===== config.mk =====
export PLATFORM = sky130hd
export DESIGN_NAME = data_mem_ctrl_flat
export DESIGN_NICKNAME = d
export VERILOG_FILES = /design/src/rtl/data_mem_ctrl_if.sv /design/src/rtl/data_mem_ctrl.sv /design/src/flat_wrapper.sv
export SDC_FILE = /design/constraint.sdc
export NUM_CORES = 1
export LEC_CHECK = 0
export ABC_AREA = 1
export BUFFER_PORTS_ARGS = -buffer_cell sky130_fd_sc_hd__buf_4
export CAP_MARGIN = 20
export CORE_MARGIN = 5
export CORE_UTILIZATION = 50
export CTS_BUF_LIST = sky130_fd_sc_hd__clkbuf_8
export CTS_CLUSTER_DIAMETER = 150
export DETAILED_ROUTE_END_ITERATION = 12
export PLACE_DENSITY = 0.66
export SLEW_MARGIN = 20
export SYNTH_ARGS = -nofsm -noshare
export SYNTH_HDL_FRONTEND = slang
export SYNTH_SLANG_ARGS = --single-unit

===== constraint.sdc =====
create_clock -name clk -period 2.3 [get_ports clk]
set_input_delay 0.23 -clock clk [delete_from_list [all_inputs] [get_ports clk]]
set_output_delay 0.23 -clock clk [all_outputs]
set_load 0.005 [all_outputs]

===== src/rtl/data_mem_ctrl_if.sv =====
// Request/response bus between the load/store stage and data_mem_ctrl.
// The master issues valid/ready requests; the slave answers with a one-cycle response pulse.
interface data_mem_ctrl_if #(
  parameter int DATA_W = 8,
  parameter int ADDR_W = 8
);
  localparam int BE_W = DATA_W / 8;

  logic              req_valid;
  logic              req_ready;
  logic              req_we;
  logic [ADDR_W-1:0] req_addr;
  logic [DATA_W-1:0] req_wdata;
  logic [BE_W-1:0]   req_be;
  logic              rsp_valid;
  logic [DATA_W-1:0] rsp_rdata;
  logic              rsp_err;

  modport master (
    output req_valid, req_we, req_addr, req_wdata, req_be,
    input  req_ready, rsp_valid, rsp_rdata, rsp_err
  );

  modport slave (
    input  req_valid, req_we, req_addr, req_wdata, req_be,
    output req_ready, rsp_valid, rsp_rdata, rsp_err
  );
endinterface


===== src/rtl/data_mem_ctrl.sv =====
// Data memory with byte-lane writes, out-of-range error responses and a
// zero-fill engine that runs after reset and on a soft clear.
//
// state   | meaning
// --------+---------------------------------------------------------------
// S_INIT  | zero-fill engine writes 0 to mem[ptr] each cycle; no requests
// S_READY | requests accepted (unless clear); clear restarts S_INIT at 0
module data_mem_ctrl #(
  parameter int DATA_W = 8,
  parameter int ADDR_W = 8,
  parameter int DEPTH  = 33
) (
  input  logic             clk,
  input  logic             reset,
  input  logic             clear,
  data_mem_ctrl_if.slave   bus,
  output logic             init_busy
);
  localparam int BE_W  = DATA_W / 8;
  localparam int IDX_W = (DEPTH > 1) ? $clog2(DEPTH) : 1;
  localparam logic [IDX_W-1:0]  LAST_IDX  = IDX_W'(DEPTH - 1);
  // One extra bit so DEPTH == 2**ADDR_W is representable and never flags an error.
  localparam logic [ADDR_W:0]   DEPTH_LIM = (ADDR_W + 1)'(DEPTH);

  typedef enum logic {
    S_INIT  = 1'b0,
    S_READY = 1'b1
  } state_t;

  state_t            state;
  logic [IDX_W-1:0]  ptr;
  logic              accept;
  logic              in_range;
  logic [IDX_W-1:0]  req_idx;
  logic [DATA_W-1:0] mem [DEPTH];

  assign bus.req_ready = (state == S_READY) && !clear;
  assign accept        = bus.req_valid && bus.req_ready;
  assign in_range      = ({1'b0, bus.req_addr} < DEPTH_LIM);
  assign req_idx       = bus.req_addr[IDX_W-1:0];

  always_ff @(posedge clk or negedge reset) begin
    if (!reset) begin
      state         <= S_INIT;
      ptr           <= '0;
      init_busy     <= 1'b1;
      bus.rsp_valid <= 1'b0;
      bus.rsp_rdata <= '0;
      bus.rsp_err   <= 1'b0;
    end else begin
      bus.rsp_valid <= accept;
      bus.rsp_rdata <= '0;
      bus.rsp_err   <= 1'b0;
      if (accept) begin
        bus.rsp_err <= !in_range;
        if (!bus.req_we && in_range) begin
          bus.rsp_rdata <= mem[req_idx];
        end
      end

      case (state)
        S_INIT: begin
          if (ptr == LAST_IDX) begin
            state     <= S_READY;
            init_busy <= 1'b0;
            ptr       <= '0;
          end else begin
            ptr <= ptr + 1'b1;
          end
        end
        S_READY: begin
          if (clear) begin
            state     <= S_INIT;
            init_busy <= 1'b1;
            ptr       <= '0;
          end
        end
        default: begin
          state     <= S_INIT;
          init_busy <= 1'b1;
          ptr       <= '0;
        end
      endcase
    end
  end

  // Storage has no reset; the zero-fill engine is what clears it.
  always_ff @(posedge clk) begin
    if (state == S_INIT) begin
      mem[ptr] <= '0;
    end else if (accept && bus.req_we && in_range) begin
      for (int i = 0; i < BE_W; i++) begin
        if (bus.req_be[i]) begin
          mem[req_idx][8*i +: 8] <= bus.req_wdata[8*i +: 8];
        end
      end
    end
  end
endmodule


===== src/flat_wrapper.sv =====
// flat-port wrapper written by rule: the top's interface ports become plain ports
module data_mem_ctrl_flat 
#(
  parameter int DATA_W = 8,
  parameter int ADDR_W = 8,
  parameter int DEPTH  = 33
)
  (clk, reset, clear, init_busy, bus_req_valid, bus_req_we, bus_req_addr, bus_req_wdata, bus_req_be, bus_req_ready, bus_rsp_valid, bus_rsp_rdata, bus_rsp_err);
  data_mem_ctrl_if #(.DATA_W(DATA_W), .ADDR_W(ADDR_W)) bus_i ();
  input  logic clk;
  input  logic reset;
  input  logic clear;
  output logic init_busy;
  input wire logic [$bits(bus_i.req_valid)-1:0] bus_req_valid;
  input wire logic [$bits(bus_i.req_we)-1:0] bus_req_we;
  input wire logic [$bits(bus_i.req_addr)-1:0] bus_req_addr;
  input wire logic [$bits(bus_i.req_wdata)-1:0] bus_req_wdata;
  input wire logic [$bits(bus_i.req_be)-1:0] bus_req_be;
  output wire logic [$bits(bus_i.req_ready)-1:0] bus_req_ready;
  output wire logic [$bits(bus_i.rsp_valid)-1:0] bus_rsp_valid;
  output wire logic [$bits(bus_i.rsp_rdata)-1:0] bus_rsp_rdata;
  output wire logic [$bits(bus_i.rsp_err)-1:0] bus_rsp_err;
  assign bus_i.req_valid = bus_req_valid;
  assign bus_i.req_we = bus_req_we;
  assign bus_i.req_addr = bus_req_addr;
  assign bus_i.req_wdata = bus_req_wdata;
  assign bus_i.req_be = bus_req_be;
  assign bus_req_ready = bus_i.req_ready;
  assign bus_rsp_valid = bus_i.rsp_valid;
  assign bus_rsp_rdata = bus_i.rsp_rdata;
  assign bus_rsp_err = bus_i.rsp_err;
  data_mem_ctrl #(.DATA_W(DATA_W), .ADDR_W(ADDR_W), .DEPTH(DEPTH)) u_core (.clk(clk), .reset(reset), .clear(clear), .bus(bus_i), .init_busy(init_busy));
endmodule

==> flow_metrics.tcl, run 1 <==
set metrics [dict create \
    ys_types 32 \
    core_um2 24250 \
    syn-cell-area_um2 12280 \
    grt_max_degree 93 \
    initial_core_util 0.5064 \
    via_per_inst 5.138 \
    htreeDepth 2 \
    area_growth_pct 16.39 \
    multi_input_area_um2 3162 \
    syn_inst 1180 \
    synth_top_family_by_area "simple AND/OR/NAND/NOR gates" \
    r2r_start "u_core.state" \
    finalNetCount 1302 \
    path_max_fanout 10 \
    crit_chain "inv_2 > nor2_4 > nand2_4 > nor2_4 > buf_4 > nand4_1 > nand2_1 > nand3_1 > buf_4 > nor2_1 > buf_4" \
    ioPinCount 34 \
    first_pass_iters 5 \
    clockRootBuffer "clkbuf_8" \
    worst_slack_ns 0.1321 \
    finalPower_uw 12230 \
    die_y_um 166.7 \
    hold_viol_final 0 \
    skew_ns 0.01489 \
    critical_path.most_common_cell "buf_4" \
    synth_edf_count 264 \
    regToRegEndpoint "u_core.mem[27][0]" \
    drc 0 \
    place.gp.congestion 0.8994 \
    cp-start-kind "flip-flop" \
    synthMuxAreaShare 0 \
    antenna_found_initial 0 \
    post-dp-hpwl_um 17910 \
    rrSetupSlack_ns 0.13 \
    io_buffers 33 \
    first_global_vias 8053 \
    ant_nets 0 \
    track_usage 0.2065 \
    final_common_cell "nand2_1" \
    final_area_um2 14290 \
    layout-drive-gt1-share 0.1486 \
    grt_pass1_wl_um 44770 \
    synthSimpleGateAreaFrac 0.2241 \
    period_minus_slack_ns 2.168 \
    critPathBufInv 4 \
    die_area_um2 27800 \
    seq_area_um2 8379 \
    synth-adder-area-share 0.002038 \
    synth_compound_area_frac 0.02384 \
    cp_slowest_cell "dfrtp_1" \
    dpl_cell_area_um2 13360 \
    crit_family "simple AND/OR/NAND/NOR gates" \
    drv_cap 0 \
    crit_type "reg2reg" \
    ff2ff_path_depth 11 \
    cts_tree "built" \
    slew_viol_final 0 \
    endpoint_kind "flip-flop" \
    syn_nets 1204 \
    num_rows 57 \
    die_w_um 166.7 \
    cellPowerDensity_nw_per_um2 855.4 \
    synthXorXnorAreaFrac 0.002853 \
    synth_seq_cells 282 \
    p_leak_uw 0.006122 \
    ir_drop_v 0.0003970 \
    min_path_type "in2async" \
    drtIter0Drc 693 \
    overflow 0 \
    clockBufferDepth 3 \
    status "finished clean" \
    n_fill_cell 1979 \
    cts_buffers 45 \
    seq_area_frac_synth 0.6823 \
    place_ws_ns 0.04514 \
    rsz0062_at_grt "yes" \
    worstPathArrival_ns 2.41 \
    setup_tns_ns 0 \
    worst_slew_pin_slew_ns 0.7966 \
    cpPeakStageDelay_ns 0.35 \
    synthArstFlopShare 0.06383 \
    antenna_cells 0 \
    syn-mean-instance-area_um2 10.41 \
    finalSetupViolations 0 \
    ys_warn_count 0 \
    timing.slew.headroom 0.4690 \
    drt-wirelength-per-cell_um 17.71 \
    fmax_mhz 461.3 \
    synth_ff_type "edfxtp_1" \
    clkTransAtPathRegs_ns 0.06 \
    cp.required_ns 2.54 \
    fin_util 0.5895 \
    routed-via-count 8405 \
    mostFrequentLayoutCells "nand2_1, edfxtp_1, nand3_1" \
    insertion_delay_ns 0.55 \
    cts.sinks 282 \
    drt-total-wl_um 28980 \
    finalCritPeriodShare 0.9426 \
]
cell usage after synthesis (2+ instances only):
cell / count / area, µm²
o22ai_1: 4 / 25.02
dfrtp_1: 17 / 425.4
inv_1: 143 / 536.8
buf_1: 12 / 45.04
buf_2: 8 / 40.04
nor2_4: 5 / 56.30
ha_1: 2 / 25.02
o21ai_2: 2 / 17.52
nand2_4: 8 / 90.09
o211ai_1: 8 / 60.06
xor2_1: 3 / 26.28
nand4_1: 10 / 62.56
nor3_1: 2 / 10.01
clkbuf_1: 32 / 120.1
nor2_1: 60 / 225.2
a21oi_1: 25 / 125.1
o21ai_0: 12 / 60.06
nand3_1: 164 / 820.8
nand2_1: 384 / 1441
inv_2: 2 / 7.510
edfxtp_1: 264 / 7928
buf_4: 3 / 22.52
stage by stage:
step                      std cells  hold WS (ns)
final                          1636        0.1100
after global routing           1636        0.1062
after global placement         1551        0.1265
after detailed placement       1551        0.1256
after CTS                      1636       0.09218
after floorplan                1180      -0.06559
routing by layer:
metal / global-route usage / vias up / wire length (µm)
li1: - / 4095 / -
met3: 0.03224 / 47 / 1865
met1: 0.2844 / 3991 / 12320
met5: 0 / - / 0
met2: 0.3416 / 272 / 14060
met4: 0.06510 / 0 / 732
flip-flops by register name, summed over array words and instances, names as in the netlist:
| register | count |
|---|---|
| u_core.state | 1 |
| u_core.bus.rsp_err | 1 |
| u_core.ptr | 6 |
| u_core.init_busy | 1 |
| u_core.bus.rsp_rdata | 8 |
| u_core.mem | 264 |
| u_core.bus.rsp_valid | 1 |
where the power goes:
part / leakage, µW / switching, µW / internal [µW] / total [µW]
Combinational: 0.00291 / 1320 / 645 / 1960
Clock: 0.000508 / 1820 / 2210 / 4030
Sequential: 0.00271 / 159 / 6070 / 6230
what timing repair did:
action,CTS,global route
hold buffers,4,0
hold endpoints to repair,24,0
gates resized for setup,0,6
setup buffers,0,0
setup endpoints to repair,0,141
logic make-up (layout without fill, tap and decap cells):
family	Yosys count	in the layout
adder cells (fa/ha/maj)	2	2
AO/OA/AOI/OAI	52	52
XOR/XNOR	4	4
AND/OR/NAND/NOR	637	637
flip-flops	282	282
buffers and inverters	203	335
cell type report:
class                   instances  share of cell area
inverters                     147             0.03904
well taps                     324             0.02836
multi-input cells             695              0.2212
clock inverters                31             0.01225
clock buffers                  50             0.04814
repair buffers                107             0.06478
flip-flops and latches        282              0.5862
worst max path at each step:
| stage | startpoint | endpoint | slack [ns] | cells past startpoint |
|---|---|---|---|---|
| global route | u_core.state | u_core.mem[3][5] | -0.008 | 10 |
| floorplan | u_core.state | u_core.mem[0][0] | 0.04 | 7 |
| finish | u_core.state | u_core.mem[27][0] | 0.13 | 11 |
| detailed placement | bus_req_addr[0] | u_core.bus.rsp_rdata[6] | 0.05 | 12 |
| global placement | bus_req_addr[0] | u_core.bus.rsp_rdata[6] | 0.07 | 12 |
| CTS | u_core.state | u_core.mem[9][5] | 0.10 | 10 |
No activity file was read; power rests on OpenSTA's default activity.
==> inputs of run 2 (changes only) <==
- CTS_BUF_LIST: sky130_fd_sc_hd__clkbuf_8 -> unset
- PLACE_DENSITY: 0.66 -> 0.69
==> run 2 against run 1 <==
Compared with the run above: critical path depth down 1; total power rose by 3.9%; sequential cell count did not move; global-route usage up 0.58 points; clock skew down 0.0026 ns; hold slack better by 0.010 ns; first-iteration DRC count up 39%; non-clock buffer count rose by 13; clock-buffer cell count fell by 9; register-to-register slack worse by 0.02 ns; critical path type unchanged; largest cell class unchanged.
==> flow_metrics.tcl, run 2 (synthesized netlist as in run 1, its figures left out) <==
set metrics [dict create \
    status "finished clean" \
    worst_slew_pin_slew_ns 0.5217 \
    grt_pass1_wl_um 46130 \
    finalSetupViolations 0 \
    insertion_delay_ns 0.54 \
    cts.sinks 282 \
    antenna_found_initial 0 \
    endpoint_kind "flip-flop" \
    drc 0 \
    cts_tree "built" \
    ioPinCount 34 \
    place_ws_ns 0.08360 \
    rrSetupSlack_ns 0.11 \
    p_leak_uw 0.006119 \
    drtIter0Drc 963 \
    clockBufferDepth 3 \
    overflow 0 \
    layout-drive-gt1-share 0.1498 \
    largest_reg_flops 264 \
    clkTransAtPathRegs_ns 0.06 \
    path_max_fanout 9 \
    first_pass_iters 5 \
    drt-total-wl_um 29550 \
    antenna_cells 0 \
    finalCritPeriodShare 0.9500 \
    min_path_type "in2async" \
    num_rows 57 \
    final_cells 1619 \
    seq_area_um2 8379 \
    cp-start-kind "flip-flop" \
    cp-endpoint "u_core.mem[8][0]" \
    slew_viol_final 0 \
    clockRootBuffer "clkbuf_16" \
    r2r_start "u_core.state" \
    worstPathArrival_ns 2.44 \
    cp.required_ns 2.55 \
    timing.slew.headroom 0.6522 \
    setup_tns_ns 0 \
    regToRegEndpoint "u_core.mem[8][0]" \
    via_per_inst 5.259 \
    reg_top3 "u_core.mem: 264 flops, u_core.bus.rsp_rdata: 8 flops, u_core.ptr: 6 flops" \
    area_growth_pct 17.46 \
    drv_cap 0 \
    cellPowerDensity_nw_per_um2 881.0 \
    core_um2 24250 \
    cts_buffers 28 \
    drt-wirelength-per-cell_um 18.25 \
    worst_slack_ns 0.1150 \
    initial_core_util 0.5064 \
    dp.cells 1562 \
    fin_util 0.5949 \
    htreeDepth 1 \
    skew_ns 0.01229 \
    post-dp-hpwl_um 18370 \
    grt_max_degree 116 \
    period_minus_slack_ns 2.185 \
    multi_input_area_um2 3148 \
    n_fill_cell 1986 \
    die_y_um 166.7 \
    ant_nets 0 \
    ff2ff_path_depth 10 \
    place.gp.congestion 0.8685 \
    cp-startpoint "u_core.state" \
    final_common_cell "nand2_1" \
    routed-via-count 8514 \
    die_area_um2 27800 \
    die_w_um 166.7 \
    finalNetCount 1298 \
    mostFrequentLayoutCells "nand2_1, edfxtp_1, nand3_1" \
    fmax_mhz 457.7 \
    hold_viol_final 0 \
    ir_drop_v 0.0005437 \
    track_usage 0.2123 \
    first_global_vias 8222 \
    regMostFlops "u_core.mem" \
    crit_type "reg2reg" \
    io_buffers 33 \
]
-- run 2: changes by cell type in the layout (fill, tap and decap cells not counted), sizes merged --
| cell | change |
|---|---|
| buf | +13 |
| clkbuf | -9 |
| clkinv | -1 |
| clkinvlp | -1 |
| inv | -19 |
-- run 2: area by class of cell --
| class | instances | share of cell area |
|---|---|---|
| repair buffers | 120 | 0.07199 |
| clock inverters | 10 | 0.006592 |
| well taps | 324 | 0.02810 |
| multi-input cells | 695 | 0.2182 |
| flip-flops and latches | 282 | 0.5809 |
| clock buffers | 41 | 0.05551 |
| inverters | 147 | 0.03869 |
-- run 2: how the worst min path moves through the flow --
stage                            to  slack, ns  cells past startpoint
6_report               u_core.state       0.12                      2
5_1_grt        u_core.bus.rsp_valid       0.14                      2
4_1_cts                u_core.state       0.08                      2
3_5_place_dp           u_core.state       0.11                      1
3_3_place_gp           u_core.state       0.12                      1
2_1_floorplan    u_core.bus.rsp_err      -0.07                      0
-- run 2: metrics by stage --
step	cell area (µm²)	hold WS [ns]	total power (µW)
after global routing	14430	0.1378	13240
after CTS	14370	0.08171	12740
after global placement	13440	0.1151	8304
final	14430	0.1202	12710
after detailed placement	13440	0.1141	8340
after floorplan	12280	-0.06559	7497
-- run 2: critical path, cell delays in order, from the launching register on --
cell and delay, ns:
dfrtp_1 0.37, inv_2 0.06, nor2_4 0.16, nand2_4 0.10
nor2_4 0.12, nand3_4 0.14, o21ai_1 0.29, nand3_1 0.16
buf_4 0.19, nor2_1 0.11, buf_4 0.18
-- run 2: layer usage --
metal	part of all wire	global-route usage	vias up	wire length (µm)
met5	0	0	-	0
met4	0.030	0.07435	0	892
met3	0.082	0.03508	59	2418
met2	0.47	0.3448	378	13970
met1	0.42	0.2935	3992	12270
li1	-	-	4085	-
-- run 2: power breakdown --
| group | leakage [µW] | switching (µW) | internal [µW] |
|---|---|---|---|
| combinational | 0.00297 | 1370 | 681 |
| clock | 0.000440 | 1790 | 2620 |
| sequential | 0.00271 | 183 | 6070 |
-- run 2: timing repair --
item | in CTS | in global routing
hold endpoints to repair | 24 | 0
setup endpoints to repair | 0 | 191
hold buffers | 4 | 0
gates resized for setup | 0 | 12
buffers inserted | 0 | 2
==> inputs of run 3 (changes only) <==
- ABC_AREA: 1 -> unset
==> run 3 against run 2 <==
Compared with the run above: sequential cell count unchanged; clock-buffer cell count decreased by 3; via count decreased by 24%; register-to-register slack got worse by 0.07 ns; total power increased by 11%; sequential share of layout area decreased by 0.63 points; sequential power decreased by 1%; clock skew increased by 0.0023 ns; synthesized cell count decreased by 49%; routed wire length decreased by 8.7%; first-iteration DRC count decreased by 43%.
==> flow_metrics.tcl, run 3 <==
set metrics [dict create \
    status "finished clean" \
    p_leak_uw 0.005399 \
    antenna_cells 0 \
    multi_input_area_um2 3183 \
    min_path_type "in2async" \
    initial_core_util 0.5120 \
    critPathBufInv 4 \
    fmax_mhz 443.0 \
    die_area_um2 25580 \
    first_global_vias 6686 \
    finalCritPeriodShare 0.9814 \
    ys_types 52 \
    seq_area_frac_synth 0.7454 \
    skew_ns 0.01461 \
    first_pass_iters 5 \
    netlist.top_cell.by_area "edfxtp_1" \
    area_growth_pct 29.72 \
    syn_inst 607 \
    ir_drop_v 0.0006325 \
    grt_pass1_wl_um 40960 \
    seq_area_um2 8379 \
    regToRegEndpoint "u_core.mem[6][0]" \
    dp.cells 987 \
    synth_compound_area_frac 0.05665 \
    rrSetupSlack_ns 0.04 \
    ant_nets 0 \
    synth_edf_count 264 \
    via_per_inst 6.127 \
    cp.required_ns 2.56 \
    clkTransAtPathRegs_ns 0.06 \
    ys_warn_count 0 \
    grt_max_degree 42 \
    worst_slew_pin_slew_ns 0.6556 \
    post-dp-hpwl_um 17400 \
    synth_ff_type "edfxtp_1" \
    n_fill_cell 1402 \
    dpl_cell_area_um2 13240 \
    worstPathArrival_ns 2.51 \
    worst_slack_ns 0.04273 \
    overflow 0 \
    die_y_um 159.9 \
    hold-worst-slack_ns 0.1190 \
    drv_cap 0 \
    die_w_um 159.9 \
    htreeDepth 1 \
    drt-total-wl_um 26990 \
    io_buffers 33 \
    cp_slowest_cell "dfrtp_1" \
    syn-cell-area_um2 11240 \
    endpoint_kind "flip-flop" \
    synthSimpleGateAreaFrac 0.04285 \
    cts.sinks 282 \
    critical_path.most_common_cell "nor3_4" \
    drt-wirelength-per-cell_um 25.48 \
    hold_viol_final 0 \
    synthTopCellsByArea "edfxtp_1, mux4_2, mux2i_1, dfrtp_1, nor3_1" \
    finalSetupViolations 0 \
    insertion_delay_ns 0.53 \
    antenna_found_initial 0 \
    core_um2 21960 \
    syn_nets 631 \
    rsz0062_at_grt "yes" \
    synth_seq_cells 282 \
    synthXorXnorAreaFrac 0.001558 \
    clockRootBuffer "clkbuf_16" \
    mostFrequentLayoutCells "edfxtp_1, buf_4, mux2i_1" \
    slew_viol_final 0 \
    crit_type "reg2reg" \
    num_rows 54 \
    final_area_um2 14580 \
    largest_reg_flops 264 \
    clockBufferDepth 3 \
    ioPinCount 34 \
    cpPeakStageDelay_ns 0.35 \
    reg_top3 "u_core.mem: 264 flops, u_core.bus.rsp_rdata: 8 flops, u_core.ptr: 6 flops" \
    timing.slew.headroom 0.5625 \
    synth-adder-area-share 0.002226 \
    cellPowerDensity_nw_per_um2 963.4 \
    synth_top_area_frac 0.7052 \
    final_cells 1059 \
    finalNetCount 781 \
    drtIter0Drc 548 \
    place_ws_ns -0.4218 \
    synth_top_family_by_area "multiplexers" \
    synthArstFlopShare 0.06383 \
    cts_tree "built" \
    period_minus_slack_ns 2.257 \
    synthMuxAreaShare 0.1354 \
    drc 0 \
    yosysMostFrequentCell "edfxtp_1" \
    path_max_fanout 8 \
    routed-via-count 6488 \
    syn-mean-instance-area_um2 18.52 \
    ff2ff_path_depth 9 \
    r2r_start "u_core.state" \
    layout-drive-gt1-share 0.3646 \
    cp-start-kind "flip-flop" \
    final_common_cell "edfxtp_1" \
    synthTopCellsByCount "edfxtp_1, mux2i_1, mux4_2" \
    regMostFlops "u_core.mem" \
    cts_buffers 29 \
    crit_chain "buf_4 > nand3b_1 > nor3_4 > a41o_1 > buf_6 > o21ai_4 > buf_8 > nor3_4 > buf_12" \
    place.gp.congestion 0.8718 \
    crit_family "simple AND/OR/NAND/NOR gates" \
    track_usage 0.2100 \
]
run 3: where the power goes:
part | total [µW] | internal, µW | leakage (µW) | switching [µW]
sequential | 6180 | 5990 | 0.00288 | 188
clock | 4640 | 2790 | 0.000457 | 1850
combinational | 3230 | 1440 | 0.00206 | 1790
run 3: logic make-up (layout without fill, tap and decap cells):
group | after synthesis | in the layout
fa+ha+maj | 2 | 2
flops | 282 | 282
simple gates | 90 | 90
compound gates | 90 | 90
xor+xnor | 2 | 2
mux | 103 | 103
buf+inv | 38 | 210
run 3: stage by stage:
| stage | util | setup TNS (ns) | power (µW) |
|---|---|---|---|
| 2_1_floorplan | - | -91.62 | 7742 |
| 3_3_place_gp | 0.6030 | -77.61 | 9017 |
| 3_5_place_dp | 0.6030 | -80.68 | 9099 |
| 4_1_cts | 0.6546 | 0 | 13890 |
| 5_1_grt | 0.6641 | -0.8715 | 14500 |
| 6_report | 0.6641 | 0 | 14050 |
run 3: cell type report:
class                           count  share of cell area
Clock buffer                       38             0.05277
Clock inverter                     15             0.01201
Inverter                            7            0.001802
Multi-Input combinational cell    287              0.2183
Sequential cell                   282              0.5746
Tap cell                          280             0.02402
Timing Repair Buffer              150              0.1165
run 3: timing repair:
item / 4_1_cts / 5_1_grt
hold buffers: 3 / 0
hold endpoints to repair: 20 / 0
endpoints found under the setup margin: 155 / 191
setup buffers: 7 / 9
pin swaps: 6 / 17
gates resized for setup: 9 / 20
run 3: worst reg2reg max path, stage by stage, from the launching register on:
cell      delay (ns)
dfrtp_1         0.35
buf_4           0.16
nand3b_1        0.15
nor3_4          0.29
a41o_1          0.26
buf_6           0.12
o21ai_4         0.09
buf_8           0.18
nor3_4          0.22
buf_12          0.16
run 3: worst max-delay path by stage:
stage                     cells after the start             from                end
after global placement                        8  bus_req_addr[3]  u_core.mem[27][3]
after global routing                          9     u_core.state   u_core.mem[6][2]
final                                         9     u_core.state   u_core.mem[6][0]
after CTS                                     9     u_core.state  u_core.mem[10][0]
after floorplan                               7  bus_req_addr[2]   u_core.mem[1][0]
after detailed placement                      8  bus_req_addr[3]  u_core.mem[19][5]
run 3: layer usage:
layer	global-route usage	share of wire	up-vias	routed length (µm)
met3	0.03763	0.064	65	1716
met2	0.3518	0.50	262	13490
met4	0.06296	0.030	0	816
met5	0	0	-	0
li1	-	-	2805	-
met1	0.2849	0.41	3356	10960
